**src/rtl/timer_share_arbiter.sv**
```systemverilog
`default_nettype none
// ============================================================================
// Module   : timer_share_arbiter
// Purpose  : Shares one interval counter among NUM_REQ requesters. A
//            round-robin arbiter hands the counter to one requester at a
//            time, counts its interval on tick_en, then pulses its done.
// Ports    : clk       - clock
//            rst       - asynchronous, active-low reset
//            tick_en   - counter advance qualifier (prescaler strobe)
//            req       - per-requester interval request (level)
//            req_len   - packed lengths, requester i at [i*CNT_BITS +: CNT_BITS]
//            abort     - synchronous cancel of the running interval
//            gnt       - one-hot grant, high while the owner's interval runs
//            done      - one-hot, one-cycle completion pulse
//            busy      - high whenever the FSM is not idle
//            cur_count - current count of the running interval
// Revision : 1.0 - initial release
// ============================================================================
module timer_share_arbiter #(
    parameter int NUM_REQ      = 4,
    parameter int REQ_IDX_BITS = 2,
    parameter int CNT_BITS     = 8
) (
    input  logic                         clk,
    input  logic                         rst,
    input  logic                         tick_en,
    input  logic [NUM_REQ-1:0]           req,
    input  logic [NUM_REQ*CNT_BITS-1:0]  req_len,
    input  logic                         abort,
    output logic [NUM_REQ-1:0]           gnt,
    output logic [NUM_REQ-1:0]           done,
    output logic                         busy,
    output logic [CNT_BITS-1:0]          cur_count
);

    localparam logic [1:0] S_IDLE = 2'd0;
    localparam logic [1:0] S_RUN  = 2'd1;
    localparam logic [1:0] S_DONE = 2'd2;

    localparam logic [REQ_IDX_BITS-1:0] c_last_idx = REQ_IDX_BITS'(NUM_REQ - 1);
    localparam logic [REQ_IDX_BITS:0]   c_num_req  = (REQ_IDX_BITS + 1)'(NUM_REQ);

    logic [1:0]              r_state;
    logic [REQ_IDX_BITS-1:0] r_winner;
    logic [REQ_IDX_BITS-1:0] r_ptr;
    logic [CNT_BITS-1:0]     r_len;
    logic [CNT_BITS-1:0]     r_cnt;
    logic [NUM_REQ-1:0]      r_gnt;
    logic [NUM_REQ-1:0]      r_done;
    logic                    r_busy;

    logic [1:0]              w_state_nxt;
    logic [REQ_IDX_BITS-1:0] w_winner_nxt;
    logic [REQ_IDX_BITS-1:0] w_ptr_nxt;
    logic [CNT_BITS-1:0]     w_len_nxt;
    logic [CNT_BITS-1:0]     w_cnt_nxt;
    logic [NUM_REQ-1:0]      w_gnt_nxt;
    logic [NUM_REQ-1:0]      w_done_nxt;

    logic                    w_found;
    logic [REQ_IDX_BITS-1:0] w_sel;
    logic [REQ_IDX_BITS:0]   w_sum;
    logic [REQ_IDX_BITS-1:0] w_idx;
    logic [CNT_BITS-1:0]     w_len_sel;
    logic [REQ_IDX_BITS-1:0] w_ptr_after;
    logic [CNT_BITS-1:0]     w_len_arr [NUM_REQ];

    // Unpack the flat length bus so it can be indexed by the winner.
    generate
        for (genvar gi = 0; gi < NUM_REQ; gi++) begin : g_len
            assign w_len_arr[gi] = req_len[gi*CNT_BITS +: CNT_BITS];
        end
    endgenerate

    // Round-robin scan starting at the pointer. ptr and the offset are both
    // below NUM_REQ, so one conditional subtraction gives the modulo.
    always_comb begin
        w_found = 1'b0;
        w_sel   = '0;
        w_sum   = '0;
        w_idx   = '0;
        for (int k = 0; k < NUM_REQ; k++) begin
            w_sum = {1'b0, r_ptr} + (REQ_IDX_BITS + 1)'(k);
            if (w_sum >= c_num_req) begin
                w_sum = w_sum - c_num_req;
            end
            w_idx = w_sum[REQ_IDX_BITS-1:0];
            if (!w_found && req[w_idx]) begin
                w_found = 1'b1;
                w_sel   = w_idx;
            end
        end
    end

    // A zero length still costs one tick so the counter never underflows.
    assign w_len_sel   = (w_len_arr[w_sel] == '0) ? CNT_BITS'(1) : w_len_arr[w_sel];
    assign w_ptr_after = (r_winner == c_last_idx) ? '0 : r_winner + REQ_IDX_BITS'(1);

    always_comb begin
        w_state_nxt  = r_state;
        w_winner_nxt = r_winner;
        w_ptr_nxt    = r_ptr;
        w_len_nxt    = r_len;
        w_cnt_nxt    = r_cnt;
        w_gnt_nxt    = r_gnt;
        w_done_nxt   = '0;
        case (r_state)
            S_IDLE: begin
                w_gnt_nxt = '0;
                w_cnt_nxt = '0;
                if (w_found) begin
                    w_state_nxt  = S_RUN;
                    w_winner_nxt = w_sel;
                    w_len_nxt    = w_len_sel;
                    w_gnt_nxt    = NUM_REQ'(1) << w_sel;
                end
            end
            S_RUN: begin
                // abort has priority over a tick in the same cycle
                if (abort) begin
                    w_state_nxt = S_IDLE;
                    w_gnt_nxt   = '0;
                    w_cnt_nxt   = '0;
                    w_ptr_nxt   = w_ptr_after;
                end else if (tick_en) begin
                    if (r_cnt == r_len - CNT_BITS'(1)) begin
                        w_state_nxt = S_DONE;
                        w_gnt_nxt   = '0;
                        w_cnt_nxt   = '0;
                        w_done_nxt  = NUM_REQ'(1) << r_winner;
                        w_ptr_nxt   = w_ptr_after;
                    end else begin
                        w_cnt_nxt = r_cnt + CNT_BITS'(1);
                    end
                end
            end
            S_DONE: begin
                w_state_nxt = S_IDLE;
                w_gnt_nxt   = '0;
                w_cnt_nxt   = '0;
            end
            default: begin
                w_state_nxt = S_IDLE;
                w_gnt_nxt   = '0;
                w_cnt_nxt   = '0;
            end
        endcase
    end

    always_ff @(posedge clk or negedge rst) begin
        if (!rst) begin
            r_state  <= S_IDLE;
            r_winner <= '0;
            r_ptr    <= '0;
            r_len    <= '0;
            r_cnt    <= '0;
            r_gnt    <= '0;
            r_done   <= '0;
            r_busy   <= 1'b0;
        end else begin
            r_state  <= w_state_nxt;
            r_winner <= w_winner_nxt;
            r_ptr    <= w_ptr_nxt;
            r_len    <= w_len_nxt;
            r_cnt    <= w_cnt_nxt;
            r_gnt    <= w_gnt_nxt;
            r_done   <= w_done_nxt;
            r_busy   <= (w_state_nxt != S_IDLE);
        end
    end

    assign gnt       = r_gnt;
    assign done      = r_done;
    assign busy      = r_busy;
    assign cur_count = r_cnt;

endmodule
`default_nettype wire

```
**config.mk**
```make
export PLATFORM = sky130hd
export DESIGN_NAME = timer_share_arbiter
export DESIGN_NICKNAME = d
export VERILOG_FILES = /design/src/rtl/timer_share_arbiter.sv
export SDC_FILE = /design/constraint.sdc
export NUM_CORES = 1
export LEC_CHECK = 0
export CAP_MARGIN = 20
export CORE_ASPECT_RATIO = 1.5
export CORE_MARGIN = 2
export CORE_UTILIZATION = 45
export CTS_CLUSTER_DIAMETER = 60
export DETAILED_ROUTE_END_ITERATION = 16
export PLACE_DENSITY_LB_ADDON = 0.2
export SLEW_MARGIN = 10
export SYNTH_ARGS = -nofsm -noshare
export SYNTH_HDL_FRONTEND = slang
export SYNTH_SLANG_ARGS = --single-unit
```
**constraint.sdc**
```tcl
create_clock -name clk -period 2.9 [get_ports clk]
set_input_delay 0.435 -clock clk [delete_from_list [all_inputs] [get_ports clk]]
set_output_delay 0.435 -clock clk [all_outputs]
set_load 0.01 [all_outputs]
```
======== After elaboration in Yosys (flattened, before gate mapping) ========
Cells that the tools add are included.
operators by class
  multipliers ............................. 0
  $lt $le $gt $ge ......................... 9
  muxes and demuxes ....................... 46
  bitwise logic cells ..................... 1
  div/mod/pow operators ................... 0
  add/subtract/negate cells ............... 10
  shift-type cells ........................ 2
  reduce and logical (&&, ||, !) cells .... 14
  equal/unequal tests ..................... 5
operator list
  operator                                                     number
  two-way mux 8 bit                                            7
  two-way mux 2 bit                                            16
  two-way mux 4 bit                                            8
  binary-select mux 8 bit (select 2 bit)                       1
  >= comparator 3 bit (second input constant)                  4
  less-than comparator 2 x 3 -> 1 bit (second input constant)  4
  adder 8 x 1 -> 8 bit (second input constant)                 1
  binary-select mux 1 bit (select 2 bit)                       4
  equality test 8 bit                                          1
  zero test 8 bit                                              1
  two-way mux 1 bit                                            8
  case mux 4 bit (2 select lines)                              1
  left shift 1 x 2 -> 4 bit (first input constant)             2
  subtractor 2 x 1 -> 2 bit (second input constant)            4
  subtractor 8 x 1 -> 8 bit (second input constant)            1
  adder 2 x 2 -> 3 bit (second input constant)                 2
  != test 3 bit (second input constant)                        2
  nonzero test 2 bit                                           3
  case mux 2 bit (2 select lines)                              1
  AND reduction 2 bit                                          2
  adder 2 x 1 -> 3 bit (second input constant)                 1
  >= comparator 2 x 3 -> 1 bit (second input constant)         1
  logical AND 1 bit                                            3
  zero test 1 bit                                              3
  6 further kinds                                              6
word-level totals
  memories ................................ 0
  input bits .............................. 40
  RAM bits ................................ 0
  output and inout port bits .............. 17
  bits in registers ....................... 31
  memory bits (read-only) ................. 0
  bits in latches ......................... 0
  logic and storage cells ................. 95

======== Depth between registers and ports, before layout ========
Gate-level depths: netlist (run 1).
  depth after elaboration ................. 20
  gate-level depth with buffers ........... 9
  mapped depth without buffers ............ 8

======== Worst setup path after synthesis (run 1) ========
Ideal clock, no wire load.
  path type ............................... reg-to-reg
  from .................................... reg r_cnt[7] (netlist: cur_count[7])
  to ...................................... reg r_cnt[2] (netlist: cur_count[2])
  slack ................................... 674 ps
  cell stages (with the launch flop) ...... 9
  library setup time ...................... 124 ps
  arrival time ............................ 2102 ps
  cell sequence ........................... dfrtp_1 > xnor2_1 > or4b_1 > a21oi_1 > nor3_1 > nor4_2 > buf_6 > nor3_1 > o31a_1
on the way
  cells in the longest elaborated chain, start to end .. 5
RTL lines
  what                    RTL line  text
  start, declared         47        logic [CNT_BITS-1:0] r_cnt;
  start signal, assigned  165       r_cnt <= w_cnt_nxt;
  equality test 8 bit     126       if (r_cnt == r_len - CNT_BITS'(1)) begin
  two-way mux 8 bit       126
  two-way mux 8 bit       125       end else if (tick_en) begin
  two-way mux 8 bit       120       if (abort) begin
  two-way mux 8 bit       107       case (r_state)
Every way passes these cells. The select of a mux whose other input is x is not followed.
A chain may end at the register's enable or synchronous reset.

======== Final worst setup path (run 1) ========
  from .................................... in req[3]
  to ...................................... reg r_len[0]
on the way
  cells in the longest elaborated chain, start to end .. 18
  elaborated cells on any way between the ends .. 29
  those cells by class .................... mux: 20; bitwise: 1; reduce/logical: 8
RTL lines
  what                                                  RTL line  text
  start, declared                                       27        input logic [NUM_REQ-1:0] req,
  binary-select mux 1 bit (select 2 bit)                88        if (!w_found && req[w_idx]) begin
  two-way mux 1 bit (not written as such)               88
  two-way mux 1 bit                                     88
  zero test 1 bit                                       88
  logical AND 1 bit                                     88
  two-way mux 1 bit                                     88
  zero test 1 bit                                       88
  logical AND 1 bit                                     88
  two-way mux 1 bit                                     88
  zero test 1 bit                                       88
  logical AND 1 bit                                     88
  two-way mux 2 bit                                     88
  inverter 2 -> 3 bit (not written as such)             96        assign w_len_sel = (w_len_arr[w_sel] == '0) ? CNT_BITS'(1) : w_len_arr[w_sel];
  binary-select mux 8 bit (select 2 bit)                96
  two-way mux 8 bit (not written as such) (2 in a row)  96
  zero test 8 bit                                       96
  two-way mux 8 bit                                     96
  end signal, assigned                                  164       r_len <= w_len_nxt;
  end, declared                                         46        logic [CNT_BITS-1:0] r_len;
Parallel ways exist; a longest one is shown, timed or not. The select of a mux whose other input is x is not followed.

==> results of run 1 <==
-- registers in the layout, summed over array words and instances (netlist names) --
| signal | cells |
|---|---|
| done | 4 |
| r_winner | 2 |
| r_state | 2 |
| gnt | 4 |
| cur_count | 8 |
| busy | 1 |
| r_ptr | 2 |
| r_len | 8 |
-- critical path, delay by kind of cell --
kind | cells | cell delay (ns)
compound gates | 4 | 0.98
buf+inv | 3 | 0.80
mux | 1 | 0.22
simple gates | 1 | 0.09
-- cells by family (layout without fill, tap and decap cells) --
kind of cell | after synthesis | count (layout) | share of synthesized area, %
AND/OR/NAND/NOR | 78 | 78 | 21.43
AO/OA/AOI/OAI | 52 | 52 | 18.29
flip-flops | 31 | 31 | 38.97
buffers and inverters | 24 | 81 | 5.594
multiplexers | 13 | 13 | 6.663
XOR/XNOR | 12 | 12 | 5.280
adder cells (fa/ha/maj) | 6 | 6 | 3.771
-- cell type report --
class,instances,area (sq um)
clock inverter,2,35.03
fill,369,1531
timing repair buffer,60,603.1
multi-input combinational,161,1111
sequential,31,775.7
tap,46,57.56
clock buffer,6,82.58
inverter,13,48.80
-- per-stage QoR --
step | total power [W] | hold WS [ns] | instance area (sq um) | cells | util [%]
finish | 0.002087 | 0.4916 | 2714 | 319 | 63.93
global route | 0.002258 | 0.5313 | 2714 | 319 | 63.93
CTS | 0.002109 | 0.5020 | 2714 | 319 | 63.93
detailed placement | 0.001662 | 0.4728 | 2596 | 311 | 61.16
global placement | 0.001645 | 0.4827 | 2596 | 311 | 61.16
floorplan | 0.001366 | 0.1394 | 1991 | 216 | -
-- how the worst min path moves through the flow --
stage | from | end | slack [ns]
CTS | gnt[1] | gnt[1] | 0.50
global placement | gnt[1] | gnt[1] | 0.48
finish | gnt[1] | gnt[1] | 0.49
floorplan | rst | busy | 0.14
global route | gnt[3] | gnt[3] | 0.53
detailed placement | gnt[1] | gnt[1] | 0.47
-- cells in the final DEF, fill, tap and decap left out, types with 2 or more instances in the layout --
cell type / instances
nand4b_1: 2
ha_1: 6
o2bb2ai_1: 2
mux2i_1: 11
xnor2_1: 4
nand2b_1: 14
dfrtp_1: 31
nand3_1: 8
nor2b_1: 3
o311ai_0: 2
nand3b_1: 3
nand2_1: 17
inv_1: 13
a21oi_1: 17
xor2_1: 8
nor3_1: 5
clkdlybuf4s50_1: 56
nor2_1: 16
a22o_1: 7
buf_4: 3
clkbuf_8: 6
mux2_2: 2
o21ai_0: 7
-- per-layer routing --
layer | GRT usage [%] | share of wire (%) | wire length [microns] | vias up
met5 | 0 | 0 | 0 | -
met4 | 8.668 | 2.2 | 87 | 0
met3 | 2.591 | 4.1 | 167 | 7
met2 | 31.66 | 53 | 2125 | 52
met1 | 21.30 | 41 | 1655 | 816
li1 | - | - | - | 878
-- power by group through the flow --
stage	Combinational (W)	Clock [W]	Sequential (W)
after floorplan	0.000687	0	0.000678
after CTS	0.000970	0.000445	0.000694
final	0.000958	0.000434	0.000695
after global placement	0.000947	0	0.000698
after global routing	0.00108	0.000459	0.000718
after detailed placement	0.000960	0	0.000702
==> flow_metrics.env, run 1 <==
export IMPL_status="finished, final reports clean"
export IMPL_crit_end="r_len[0]"
export IMPL_drc_errors=0
export IMPL_synth_area_sq_um=1991
export IMPL_clkTransAtPathRegs_ns=0.06
export IMPL_gp_congestion=0.8414
export IMPL_final_setup_tns_ns=0
export IMPL_cts_hold_buf=0
export IMPL_dieArea_sq_um=4983
export IMPL_vias_per_cell=5.495
export IMPL_synthArstFlopShare_pct=100.0
export IMPL_maxCapViolCount=0
export IMPL_hold_viol_final=0
export IMPL_slew_violations=0
export IMPL_crit_path_end_kind="flip-flop"
export IMPL_cts_tree="built"
export IMPL_rows=29
export IMPL_fmax_ghz=0.4212
export IMPL_portBuffers=56
export IMPL_cts_htree_levels=2
export IMPL_synth_commonest_cells="dfrtp_1 (31), a21oi_1 (17), nand2_1 (17)"
export IMPL_route_antenna_remaining_nets=0
export IMPL_r2r_worst_path_cells=8
export IMPL_insertion_delay_ns=0.28
export IMPL_cp_max_fo=24
export IMPL_crit_arrival_ns=2.54
export IMPL_timing_worst_setup_path_type="primary input to flip-flop"
export IMPL_grtUsageTotal_pct=18.19
export IMPL_grt_max_degree=32
export IMPL_wl_per_cell_microns=12.65
export IMPL_yosysWarnings=0
export IMPL_cp_slowest_cell="clkdlybuf4s50_1"
export IMPL_syn_nets=262
export IMPL_drive_above_1_share_pct=8.425
export IMPL_wirelength_microns=4036
export IMPL_p_switching_w=0.0007642
export IMPL_synth_area_top_cells="dfrtp_1 (39%), mux2i_1 (5.5%), nand2b_1 (4.4%)"
export IMPL_setup_ws_ns=0.5256
export IMPL_synth_cell_types=50
export IMPL_synth_top_cell_area_share_pct=38.97
export IMPL_hpwl_microns=3168
export IMPL_p_leak_nw=1.181
export IMPL_r2r_setup_slack_ns=0.57
export IMPL_avgSynthCellArea_sq_um=9.216
export IMPL_power_density_nw_per_um2=768.9
export IMPL_ir_drop_v=0.0005490
export IMPL_finalSetupViolCount=0
export IMPL_crit_chain="clkdlybuf4s50_1, inv_1, a21o_1, a211oi_2, buf_12, mux2i_1, a22o_1, nand4b_1, o41ai_1"
export IMPL_first_pass_iters=4
export IMPL_start_util_pct=46.89
export IMPL_synth_edf_count=0
export IMPL_syn_to_final_growth_pct=36.33
export IMPL_min_period_ns=2.374
export IMPL_die_w_microns=58.31
export IMPL_num_vias=1753
export IMPL_final_nets=318
export IMPL_drtIter0Drc=19
export IMPL_overflow=0
export IMPL_grt_pass1_vias=1658
export IMPL_root_buffer="clkbuf_8"
export IMPL_slew_headroom_pct=60.18
export IMPL_ctsResizeCount=0
export IMPL_rr_endpoint="gnt[2]"
export IMPL_grt_antenna_before_repair=0
export IMPL_grt_pass1_wl_microns=7141
export IMPL_die_h_microns=85.46
export IMPL_clock_sinks=31
export IMPL_critical_path_max_stage_delay_ns=0.54
export IMPL_power_frac_comb_pct=45.9
export IMPL_startpoint="req[3]"
export IMPL_swShare_pct=36.62
export IMPL_core_area_sq_um=4245
export IMPL_place_ws_ns=0.2241
export IMPL_intPower_w=0.001322
export IMPL_r2r_start="cur_count[7]"
export IMPL_cts_setup_buffers=0
export IMPL_antenna_cells=0
export IMPL_cts_buffers_inserted=5
export IMPL_holdPathStages=1
export IMPL_worst_clock_skew_ns=0.006693
export IMPL_synth_seq_cells=31
export IMPL_worstHoldPathType="flip-flop to flip-flop"
export IMPL_pwr_share_seq_pct=33.3
export IMPL_clkPwrFrac_pct=20.8
export IMPL_finalCritPeriodShare_pct=81.88
export IMPL_clockBufferDepth=2
export IMPL_rsz0062_at_grt="no"
export IMPL_synth_area_leader_cell="dfrtp_1"
export IMPL_io_pins=57
export IMPL_yosysMostFrequentCell="dfrtp_1"
export IMPL_start_kind="primary input"
export IMPL_timing_worst_slew_pin_value_ns=0.5964
export IMPL_ys_flop_type="dfrtp_1"
export IMPL_yosysSeqAreaShare_pct=38.97
export IMPL_synth_cells=216
export IMPL_worstPathRequired_ns=3.07
Note: power is estimated with default switching activity, not from simulation.
==> run 2: changes to the inputs <==
CORE_UTILIZATION = 43   (was 45)
clock period = 2.13 ns   (was 2.9 ns; I/O delays follow)
==> run 2 against run 1 <==
Compared with the run above: the run now ends with negative setup slack left; via count is 7.6% higher; final area up 12%; clock power is 6.7% higher; sequential power is 36% higher; sequential share of layout area shrank 3.1 points; critical path type is now flip-flop to flip-flop; largest power group unchanged; global-route usage rose by 1.8 points.
==> flow_metrics.env, run 2 (synthesis results as in run 1) <==
export IMPL_status="finished with violations"
export IMPL_failed_checks="negative setup slack"
export IMPL_worstPathRequired_ns=2.31
export IMPL_slew_headroom_pct=73.27
export IMPL_final_common_cell="clkdlybuf4s50_1"
export IMPL_dieArea_sq_um=5201
export IMPL_crit_chain="xnor2_2, or4b_1, a21oi_2, nor3_4, nor4_4, buf_4, nor3_2, o31a_1"
export IMPL_hold_viol_final=0
export IMPL_portBuffers=56
export IMPL_drive_above_1_share_pct=23.10
export IMPL_power_density_nw_per_um2=1041
export IMPL_core_area_sq_um=4504
export IMPL_pwr_share_seq_pct=29.9
export IMPL_swShare_pct=38.78
export IMPL_place_ws_ns=-0.3541
export IMPL_timing_worst_setup_path_type="flip-flop to flip-flop"
export IMPL_path_buf_inv=1
export IMPL_cp_slowest_cell="or4b_1"
export IMPL_critPathTopFamily="simple AND/OR/NAND/NOR gates"
export IMPL_timing_worst_slew_pin_value_ns=0.4009
export IMPL_first_pass_iters=4
export IMPL_critical_path_max_stage_delay_ns=0.48
export IMPL_finalCritPeriodShare_pct=101.3
export IMPL_min_period_ns=2.157
export IMPL_stdcell_count=351
export IMPL_io_pins=57
export IMPL_crit_arrival_ns=2.34
export IMPL_n_fill_cell=361
export IMPL_crit_path_end_kind="flip-flop"
export IMPL_gp_congestion=0.8006
export IMPL_num_vias=1886
export IMPL_worstHoldPathType="primary input to async pin"
export IMPL_maxCapViolCount=0
export IMPL_cts_tree="built"
export IMPL_clock_sinks=31
export IMPL_overflow=0
export IMPL_die_h_microns=87.33
export IMPL_worst_clock_skew_ns=0.007031
export IMPL_cp_max_fo=8
export IMPL_route_antenna_remaining_nets=0
export IMPL_wl_per_cell_microns=13.35
export IMPL_hpwl_microns=3732
export IMPL_root_buffer="clkbuf_8"
export IMPL_cts_htree_levels=2
export IMPL_start_kind="flip-flop"
export IMPL_grt_max_degree=32
export IMPL_insertion_delay_ns=0.29
export IMPL_clkTransAtPathRegs_ns=0.07
export IMPL_intPower_w=0.001942
export IMPL_power_frac_comb_pct=55.5
export IMPL_drc_errors=0
export IMPL_grt_antenna_before_repair=0
export IMPL_grt_pass1_vias=1942
export IMPL_wirelength_microns=4685
export IMPL_slew_violations=0
export IMPL_dp_cells=338
export IMPL_antenna_cells=0
export IMPL_start_util_pct=44.19
export IMPL_rows=30
export IMPL_vias_per_cell=5.373
export IMPL_p_switching_w=0.001230
export IMPL_finalSetupViolCount=2
export IMPL_syn_to_final_growth_pct=53.05
export IMPL_rsz0062_at_grt="yes"
export IMPL_ir_drop_v=0.0005936
export IMPL_clockBufferDepth=2
export IMPL_final_nets=348
export IMPL_drtIter0Drc=24
export IMPL_grt_pass1_wl_microns=8024
export IMPL_cts_buffers_inserted=5
export IMPL_clkPwrFrac_pct=14.6
export IMPL_setup_ws_ns=-0.02721
export IMPL_p_leak_nw=1.373
export IMPL_fmax_ghz=0.4636
export IMPL_die_w_microns=59.56
export IMPL_layout_common_cells="clkdlybuf4s50_1 (54), dfrtp_1 (31), buf_4 (31)"
export IMPL_grtUsageTotal_pct=19.97
## run 2: worst reg2reg max path, delay by kind of cell, from the launching register on
family	cells	cell delay (ns)
buffers and inverters	1	0.22
xor gates and xnor gates	1	0.15
and+or+nand+nor	4	0.81
DFF	1	0.41
AOI/OAI and AO/OA	2	0.46
## run 2: final cells by class
class / instances / area (sq um) / share of cell area [%]
inverters: 13 / 48.80 / 1.602
flip-flops and latches: 31 / 775.7 / 25.46
clock inverters: 3 / 20.02 / 0.6571
well taps: 48 / 60.06 / 1.971
clock buffers: 5 / 68.82 / 2.259
multi-input cells: 161 / 1224 / 40.16
repair buffers: 90 / 849.6 / 27.89
## run 2: timing repair
item / CTS / global route
pin swaps: 1 / 6
setup endpoints to repair: 15 / 23
hold buffers: 0 / 0
setup buffers: 3 / 2
gates resized for setup: 7 / 17
endpoints found under the hold margin: 0 / 0
## run 2: final timing paths
kind | from | to | slack (ns) | cells past startpoint
worst max-delay path | cur_count[7] | cur_count[2] | -0.03 | 8
worst min-delay path | rst | done[3] | 0.42 | 2
worst max register to register | cur_count[7] | cur_count[2] | -0.03 | 8
worst min register to register | gnt[3] | gnt[3] | 0.49 | 1
max in group asynchronous | rst | r_len[7] | 1.42 | 2
min in group clk | gnt[3] | gnt[3] | 0.49 | 1
## run 2: power by group through the flow
stage,Sequential [W],Clock [W],Combinational [W]
finish,0.000947,0.000463,0.00176
global route,0.000977,0.000500,0.00195
CTS,0.000945,0.000473,0.00164
detailed placement,0.000954,0,0.00155
global placement,0.000941,0,0.00151
floorplan,0.000924,0,0.000936
## run 2: metrics by stage
step	hold WS (ns)	setup TNS [ns]	utilization, %	cell area, sq um	total power, W
CTS	0.4240	-0.07240	65.44	2948	0.003054
detailed placement	0.4815	-1.549	62.14	2799	0.002501
floorplan	0.02391	0	-	1991	0.001859
global route	0.4653	-1.104	67.64	3047	0.003424
global placement	0.4876	-1.077	62.14	2799	0.002452
finish	0.4181	-0.03392	67.64	3047	0.003171
## run 2: per-layer routing
metal  part of all wire, %  global-route usage [%]  up-vias
met2                    55                   37.86       54
met4                   2.1                   8.687        0
met3                   4.4                   4.012        9
met5                     0                       0        -
li1                      -                       -      935
met1                    38                   20.19      888
